### config.mk
export PLATFORM = sky130hd
export DESIGN_NAME = clock_monitor
export DESIGN_NICKNAME = d
export VERILOG_FILES = /design/src/rtl/clock_monitor.sv
export SDC_FILE = /design/constraint.sdc
export NUM_CORES = 1
export LEC_CHECK = 0
export BUFFER_PORTS_ARGS = -buffer_cell sky130_fd_sc_hd__buf_2
export CORE_MARGIN = 3
export CORE_UTILIZATION = 32
export CTS_CLUSTER_SIZE = 28
export DETAILED_ROUTE_END_ITERATION = 10
export GPL_TIMING_DRIVEN = 0
export HOLD_SLACK_MARGIN = 0.03
export PLACE_DENSITY = 0.52
export SLEW_MARGIN = 20
export SYNTH_ARGS = -nofsm -noshare
export SYNTH_HDL_FRONTEND = slang
export SYNTH_SLANG_ARGS = --single-unit
### constraint.sdc
create_clock -name clk_in -period 3.4 [get_ports clk_in]
set_input_delay 0.68 -clock clk_in [delete_from_list [all_inputs] [get_ports clk_in]]
set_output_delay 0.68 -clock clk_in [all_outputs]
set_load 0.05 [all_outputs]
### src/rtl/clock_monitor.sv
// clock_monitor
//   Fast-domain checker for a divided clock. mon_clk is sampled with clk_in
//   through a three-flop chain, every half period is measured in clk_in
//   cycles, and lock is declared after LOCK_CNT consecutive measurements
//   within EXP_HALF +/- TOL. A mismatch after lock, or a stopped mon_clk
//   (counter saturating), sets a sticky fault that only enable=0 or rst
//   clears.
//
//   Optional feature macro: CLK_MON_STATS_EN
//     When defined, min_half / max_half track the extremes of all
//     measurements since the last rst or enable=0.
//
// Ports
//   clk_in        in   1      sole clock, all logic on posedge
//   rst           in   1      synchronous, active-high reset
//   mon_clk       in   1      monitored clock, treated as asynchronous data
//   enable        in   1      0 = idle/clear, 1 = monitor
//   edge_pulse    out  1      one-cycle pulse per mon_clk edge (either polarity)
//   period_valid  out  1      one-cycle pulse, half_period holds a new measurement
//   half_period   out  CNT_W  last full measurement in clk_in cycles
//   locked        out  1      lock achieved, no fault since
//   fault         out  1      sticky mismatch / timeout flag
//   min_half      out  CNT_W  smallest measurement (CLK_MON_STATS_EN only)
//   max_half      out  CNT_W  largest measurement  (CLK_MON_STATS_EN only)
//
// state      | meaning
// -----------+-----------------------------------------------------------
// ST_IDLE    | disabled; counters held at zero
// ST_ACQUIRE | waiting for the first edge; partial interval is discarded
// ST_TRACK   | measuring, counting consecutive good half periods
// ST_LOCKED  | LOCK_CNT good measurements seen; any bad one is a fault
// ST_FAULT   | sticky fault until enable drops or rst

module clock_monitor #(
    parameter int CNT_W    = 8,
    parameter int EXP_HALF = 10,
    parameter int TOL      = 1,
    parameter int LOCK_CNT = 4
) (
    input  logic             clk_in,
    input  logic             rst,
    input  logic             mon_clk,
    input  logic             enable,
    output logic             edge_pulse,
    output logic             period_valid,
    output logic [CNT_W-1:0] half_period,
    output logic             locked,
    output logic             fault
`ifdef CLK_MON_STATS_EN
    ,
    output logic [CNT_W-1:0] min_half,
    output logic [CNT_W-1:0] max_half
`endif
);

    typedef enum logic [2:0] {
        ST_IDLE    = 3'd0,
        ST_ACQUIRE = 3'd1,
        ST_TRACK   = 3'd2,
        ST_LOCKED  = 3'd3,
        ST_FAULT   = 3'd4
    } state_t;

    // Good window computed one bit wider than the counter so that
    // EXP_HALF + TOL and cnt + 1 never wrap, and the low bound never underflows.
    localparam int LO_I = (EXP_HALF > TOL) ? (EXP_HALF - TOL) : 0;
    localparam int HI_I = EXP_HALF + TOL;
    localparam logic [CNT_W:0] LO_BOUND = (CNT_W+1)'(LO_I);
    localparam logic [CNT_W:0] HI_BOUND = (CNT_W+1)'(HI_I);
    localparam logic [3:0]     LOCK_TGT = 4'(LOCK_CNT);

    state_t           state;
    state_t           state_nxt;

    logic             sync_s1;
    logic             sync_s2;
    logic             sync_s3;
    logic             edge_det;

    logic [CNT_W-1:0] cnt;
    logic [CNT_W-1:0] cnt_nxt;
    logic [CNT_W-1:0] cnt_inc;
    logic             cnt_sat;
    logic [3:0]       good_cnt;
    logic [3:0]       good_cnt_nxt;
    logic [3:0]       good_inc;

    logic [CNT_W:0]   meas;
    logic [CNT_W-1:0] meas_clip;
    logic             meas_good;

    logic             pv_nxt;
    logic [CNT_W-1:0] hp_nxt;

    // cnt counts cycles since the last edge, so the interval ending on this
    // edge is one more than the current count.
    assign meas      = {1'b0, cnt} + {{CNT_W{1'b0}}, 1'b1};
    assign meas_clip = meas[CNT_W] ? '1 : meas[CNT_W-1:0];
    assign meas_good = (meas >= LO_BOUND) && (meas <= HI_BOUND);
    assign cnt_sat   = &cnt;
    assign cnt_inc   = cnt + CNT_W'(1);
    assign good_inc  = good_cnt + 4'd1;

    assign locked = (state == ST_LOCKED);
    assign fault  = (state == ST_FAULT);

    always_comb begin
        state_nxt    = state;
        cnt_nxt      = cnt;
        good_cnt_nxt = good_cnt;
        pv_nxt       = 1'b0;
        hp_nxt       = half_period;

        if (!enable) begin
            state_nxt    = ST_IDLE;
            cnt_nxt      = '0;
            good_cnt_nxt = '0;
        end else begin
            unique case (state)
                ST_IDLE: begin
                    state_nxt    = ST_ACQUIRE;
                    cnt_nxt      = '0;
                    good_cnt_nxt = '0;
                end

                ST_ACQUIRE: begin
                    if (edge_det) begin
                        state_nxt    = ST_TRACK;
                        cnt_nxt      = '0;
                        good_cnt_nxt = '0;
                    end else if (cnt_sat) begin
                        state_nxt = ST_FAULT;
                    end else begin
                        cnt_nxt = cnt_inc;
                    end
                end

                ST_TRACK, ST_LOCKED: begin
                    // An edge in the saturation cycle still counts as an edge.
                    if (edge_det) begin
                        cnt_nxt = '0;
                        pv_nxt  = 1'b1;
                        hp_nxt  = meas_clip;
                        if (meas_good) begin
                            if (state == ST_TRACK) begin
                                good_cnt_nxt = good_inc;
                                if (good_inc == LOCK_TGT) begin
                                    state_nxt = ST_LOCKED;
                                end
                            end
                        end else begin
                            good_cnt_nxt = '0;
                            if (state == ST_LOCKED) begin
                                state_nxt = ST_FAULT;
                            end
                        end
                    end else if (cnt_sat) begin
                        state_nxt = ST_FAULT;
                    end else begin
                        cnt_nxt = cnt_inc;
                    end
                end

                ST_FAULT: begin
                    state_nxt = ST_FAULT;
                end

                default: begin
                    state_nxt = ST_IDLE;
                end
            endcase
        end
    end

    always_ff @(posedge clk_in) begin
        if (rst) begin
            sync_s1      <= 1'b0;
            sync_s2      <= 1'b0;
            sync_s3      <= 1'b0;
            edge_det     <= 1'b0;
            edge_pulse   <= 1'b0;
            state        <= ST_IDLE;
            cnt          <= '0;
            good_cnt     <= '0;
            period_valid <= 1'b0;
            half_period  <= '0;
        end else begin
            sync_s1      <= mon_clk;
            sync_s2      <= sync_s1;
            sync_s3      <= sync_s2;
            // edge_det is registered so edge_pulse and the FSM outputs that
            // react to the same edge appear together.
            edge_det     <= sync_s2 ^ sync_s3;
            edge_pulse   <= edge_det;
            state        <= state_nxt;
            cnt          <= cnt_nxt;
            good_cnt     <= good_cnt_nxt;
            period_valid <= pv_nxt;
            half_period  <= hp_nxt;
        end
    end

`ifdef CLK_MON_STATS_EN
    always_ff @(posedge clk_in) begin
        if (rst || !enable) begin
            min_half <= '1;
            max_half <= '0;
        end else if (pv_nxt) begin
            if (hp_nxt < min_half) begin
                min_half <= hp_nxt;
            end
            if (hp_nxt > max_half) begin
                max_half <= hp_nxt;
            end
        end
    end
`endif

endmodule

==> flow_metrics.py <==
metrics = {
    "drt": {
        "routed_wl_um": 3380,
        "firstDrtPassIters": 4,
        "drc_errors": 0,
        "num_vias": 1321,
        "drtIter0Drc": 63,
        "via_per_inst": 5.31,
        "wire_per_inst_um": 13.6,
        "final_antenna_net_count": 0,
    },
    "layout": {
        "drive_gt1_frac": 0.176,
        "area_growth_pct": 17.6,
        "multiInputGateArea_um2": 806,
        "final_net_count": 207,
        "final_cells": 249,
        "antenna_cells": 0,
        "regArea_um2": 581,
        "fillers": 434,
        "utilization": 0.410,
    },
    "power": {
        "p_sw_frac": 0.210,
        "p_seq_frac": 0.461,
        "combPwrFrac": 0.039,
        "power_uw": 750,
        "intPower_uw": 592,
        "p_sw_uw": 157,
        "power_density_mw_per_mm2": 435,
        "vdd_ir_drop_max_mv": 0.279,
        "leakage_nw": 0.696,
        "p_clk_frac": 0.500,
    },
    "synth": {
        "syn_avg_cell_area_um2": 8.33,
        "async_flop_share": 0,
        "synth_flop_cell": "dfxtp_1",
        "synth.net_count": 185,
        "syn_inst": 176,
        "ys_warn_count": 0,
        "yosysSeqAreaShare": 0.396,
        "ys_ff_latch": 29,
        "synth_cell_types": 47,
        "synth_edf_count": 0,
        "syn_area_mm2": 0.00147,
    },
    "cts": {
        "post-cts-setup-buffers": 0,
        "root_buffer": "clkbuf_8",
        "path_clk_slew_ns": 0.06,
        "cts_tree": "yes",
        "cts_made_buffers": 5,
        "postCtsHoldBufs": 0,
        "clk_latency_ns": 0.28,
        "clock_sinks": 29,
        "cts_max_level": 2,
        "cts_resized": 0,
        "clockBufferDepth": 2,
    },
    "placement": {
        "gp_congestion": 0.780,
        "place_hpwl_um": 2490,
        "numPortBuffers": 15,
        "place_inst": 241,
    },
    "worst_hold_path": {
        "holdCritPathClass": "flop to flop",
    },
    "sta": {
        "slew_headroom": 0.670,
        "rsz0062_at_grt": "no",
        "drv_slew": 0,
        "worst_pin_slew_ns": 0.495,
        "timing.fmax_ghz": 0.406,
        "finalSetupViolCount": 0,
        "tns_ns": 0,
        "hold_viol": 0,
        "worst_clock_skew_ns": 0.00405,
        "fin_crit_ns": 2.46,
        "period_share": 0.724,
    },
    "worst_setup_path": {
        "criticalPathCategory": "flop to flop",
        "cp.required_ns": 3.57,
        "path_cells": "ha_1, nand4_4, or4_4, a211oi_2, a21oi_1, o311a_1",
        "critPathMaxStageDelay_ns": 0.46,
        "worstSetupStartpointType": "flop",
        "slowest_stage": "or4_4",
        "crit_arrival_ns": 2.63,
        "cp-end-kind": "flop",
        "crit_fanout": 7,
    },
    "floorplan": {
        "initial_core_util": 0.349,
        "std_cell_rows": 23,
        "die_w_um": 73.7,
        "die-area_mm2": 0.00543,
        "design.core.area_mm2": 0.00420,
        "die_h_um": 73.7,
        "num_io_pins": 16,
    },
    "global_routing": {
        "grt_max_degree": 11,
        "grt_pass1_vias": 1225,
        "grt_overflow": 0,
        "grt_first_pass_wirelength_um": 5840,
        "grt_usage": 0.139,
        "antenna_found_initial": 0,
    },
    "flow_run": {
        "drv_cap": 0,
    },
    "outcome": {
        "outcome": "completed",
    },
}
[cells in the mapped netlist (2+ instances only)]
cell type  count  share of area
o22ai_1        7          0.030
nor2_1        23          0.059
o211ai_1       2          0.010
xnor2_1        3          0.018
inv_1         11          0.028
or3_1          2         0.0085
or2_2          2         0.0085
nor3b_1        3          0.015
a22oi_1        3          0.015
nor3_1         6          0.020
nand2_1       10          0.026
o21ai_0        6          0.020
a21oi_1       10          0.034
nand3b_1       3          0.015
ha_1           5          0.043
clkbuf_1       4          0.010
nand3_1        8          0.027
o21ai_1        2         0.0068
o2111ai_1      2          0.012
and2_1         3          0.013
dfxtp_1       29           0.40
xor2_1         2          0.012
nor2b_1        6          0.026
[power by group through the flow]
stage	logic (mW)	clock network, mW	registers (mW)
2_1_floorplan	0.0197	0	0.354
3_3_place_gp	0.0290	0	0.353
3_5_place_dp	0.0295	0	0.353
4_1_cts	0.0296	0.384	0.346
5_1_grt	0.0335	0.403	0.346
6_report	0.0294	0.374	0.346
[final timing paths]
check                                 endpoint  slack [ns]            from  depth (start not counted)
worst max-delay path                  state[2]        0.94          cnt[1]                          6
worst min-delay path            half_period[4]        0.45  half_period[4]                          2
worst max register to register        state[2]        0.94          cnt[1]                          6
worst min register to register  half_period[4]        0.45  half_period[4]                          2
[final cells by class]
cell class / instances / area share
flip-flops and latches: 29 / 0.337
clock inverters: 2 / 0.0218
repair buffers: 15 / 0.0435
plain buffers: 7 / 0.0225
inverters: 11 / 0.0239
multi-input cells: 129 / 0.467
well taps: 50 / 0.0363
clock buffers: 6 / 0.0479
[kinds of logic (layout without fill, tap and decap cells)]
family                   after synthesis  after routing  synth area share
AND/OR/NAND/NOR                       74             74             0.270
AO/OA/AOI/OAI                         44             44             0.201
flip-flops                            29             29             0.396
buffers and inverters                 18             41            0.0546
adder cells (fa/ha/maj)                5              5            0.0427
XOR/XNOR                               5              5            0.0299
multiplexers                           1              1           0.00683
[sequential cells by signal, indices dropped and copies added, names as in the netlist]
signal and flops:
cnt 8, edge_det 1, edge_pulse 1, good_cnt 4, half_period 8, period_valid 1
state 3, sync_s1 1, sync_s2 1, sync_s3 1
[placed cells by master, fill, tap and decap left out, types with 2 or more instances in the layout]
cell type | netlist | layout
o21ai_1 | 2 | 2
and2_1 | 3 | 3
inv_1 | 11 | 11
xor2_1 | 2 | 2
nor3_1 | 6 | 6
nand3_1 | 8 | 8
o22ai_1 | 7 | 7
a22oi_1 | 3 | 3
nor2b_1 | 6 | 6
a21oi_1 | 10 | 10
dfxtp_1 | 29 | 29
nand2_1 | 10 | 10
ha_1 | 5 | 5
buf_2 | 0 | 15
nor3b_1 | 3 | 3
clkbuf_8 | 0 | 6
or2_2 | 2 | 2
nor2_1 | 23 | 23
clkbuf_1 | 4 | 4
or3_1 | 2 | 2
xnor2_1 | 3 | 3
o211ai_1 | 2 | 2
nand3b_1 | 3 | 3
o2111ai_1 | 2 | 2
o21ai_0 | 6 | 6
[per-layer routing]
metal | routed length [um] | track usage | vias up
li1 | - | - | 664
met1 | 1690 | 0.194 | 618
met2 | 1440 | 0.198 | 33
met3 | 186 | 0.0397 | 6
met4 | 58 | 0.0563 | 0
met5 | 0 | 0 | -
[worst max-delay path: cells and delay by family, from the launching register on]
family / cells / cell delay, ns
AO/OA/AOI/OAI: 3 / 0.94
adder cells (fa/ha/maj): 1 / 0.37
flip-flops: 1 / 0.42
AND/OR/NAND/NOR: 2 / 0.63
[per-stage QoR]
step	instance area (um^2)	hold slack (ns)	setup slack, ns
after floorplan	1470	0.414	0.935
after global placement	1600	0.429	0.957
after detailed placement	1600	0.437	0.971
after CTS	1720	0.456	0.946
after global routing	1720	0.463	0.733
final	1720	0.454	0.938
Power figures use the tool's default switching activity.
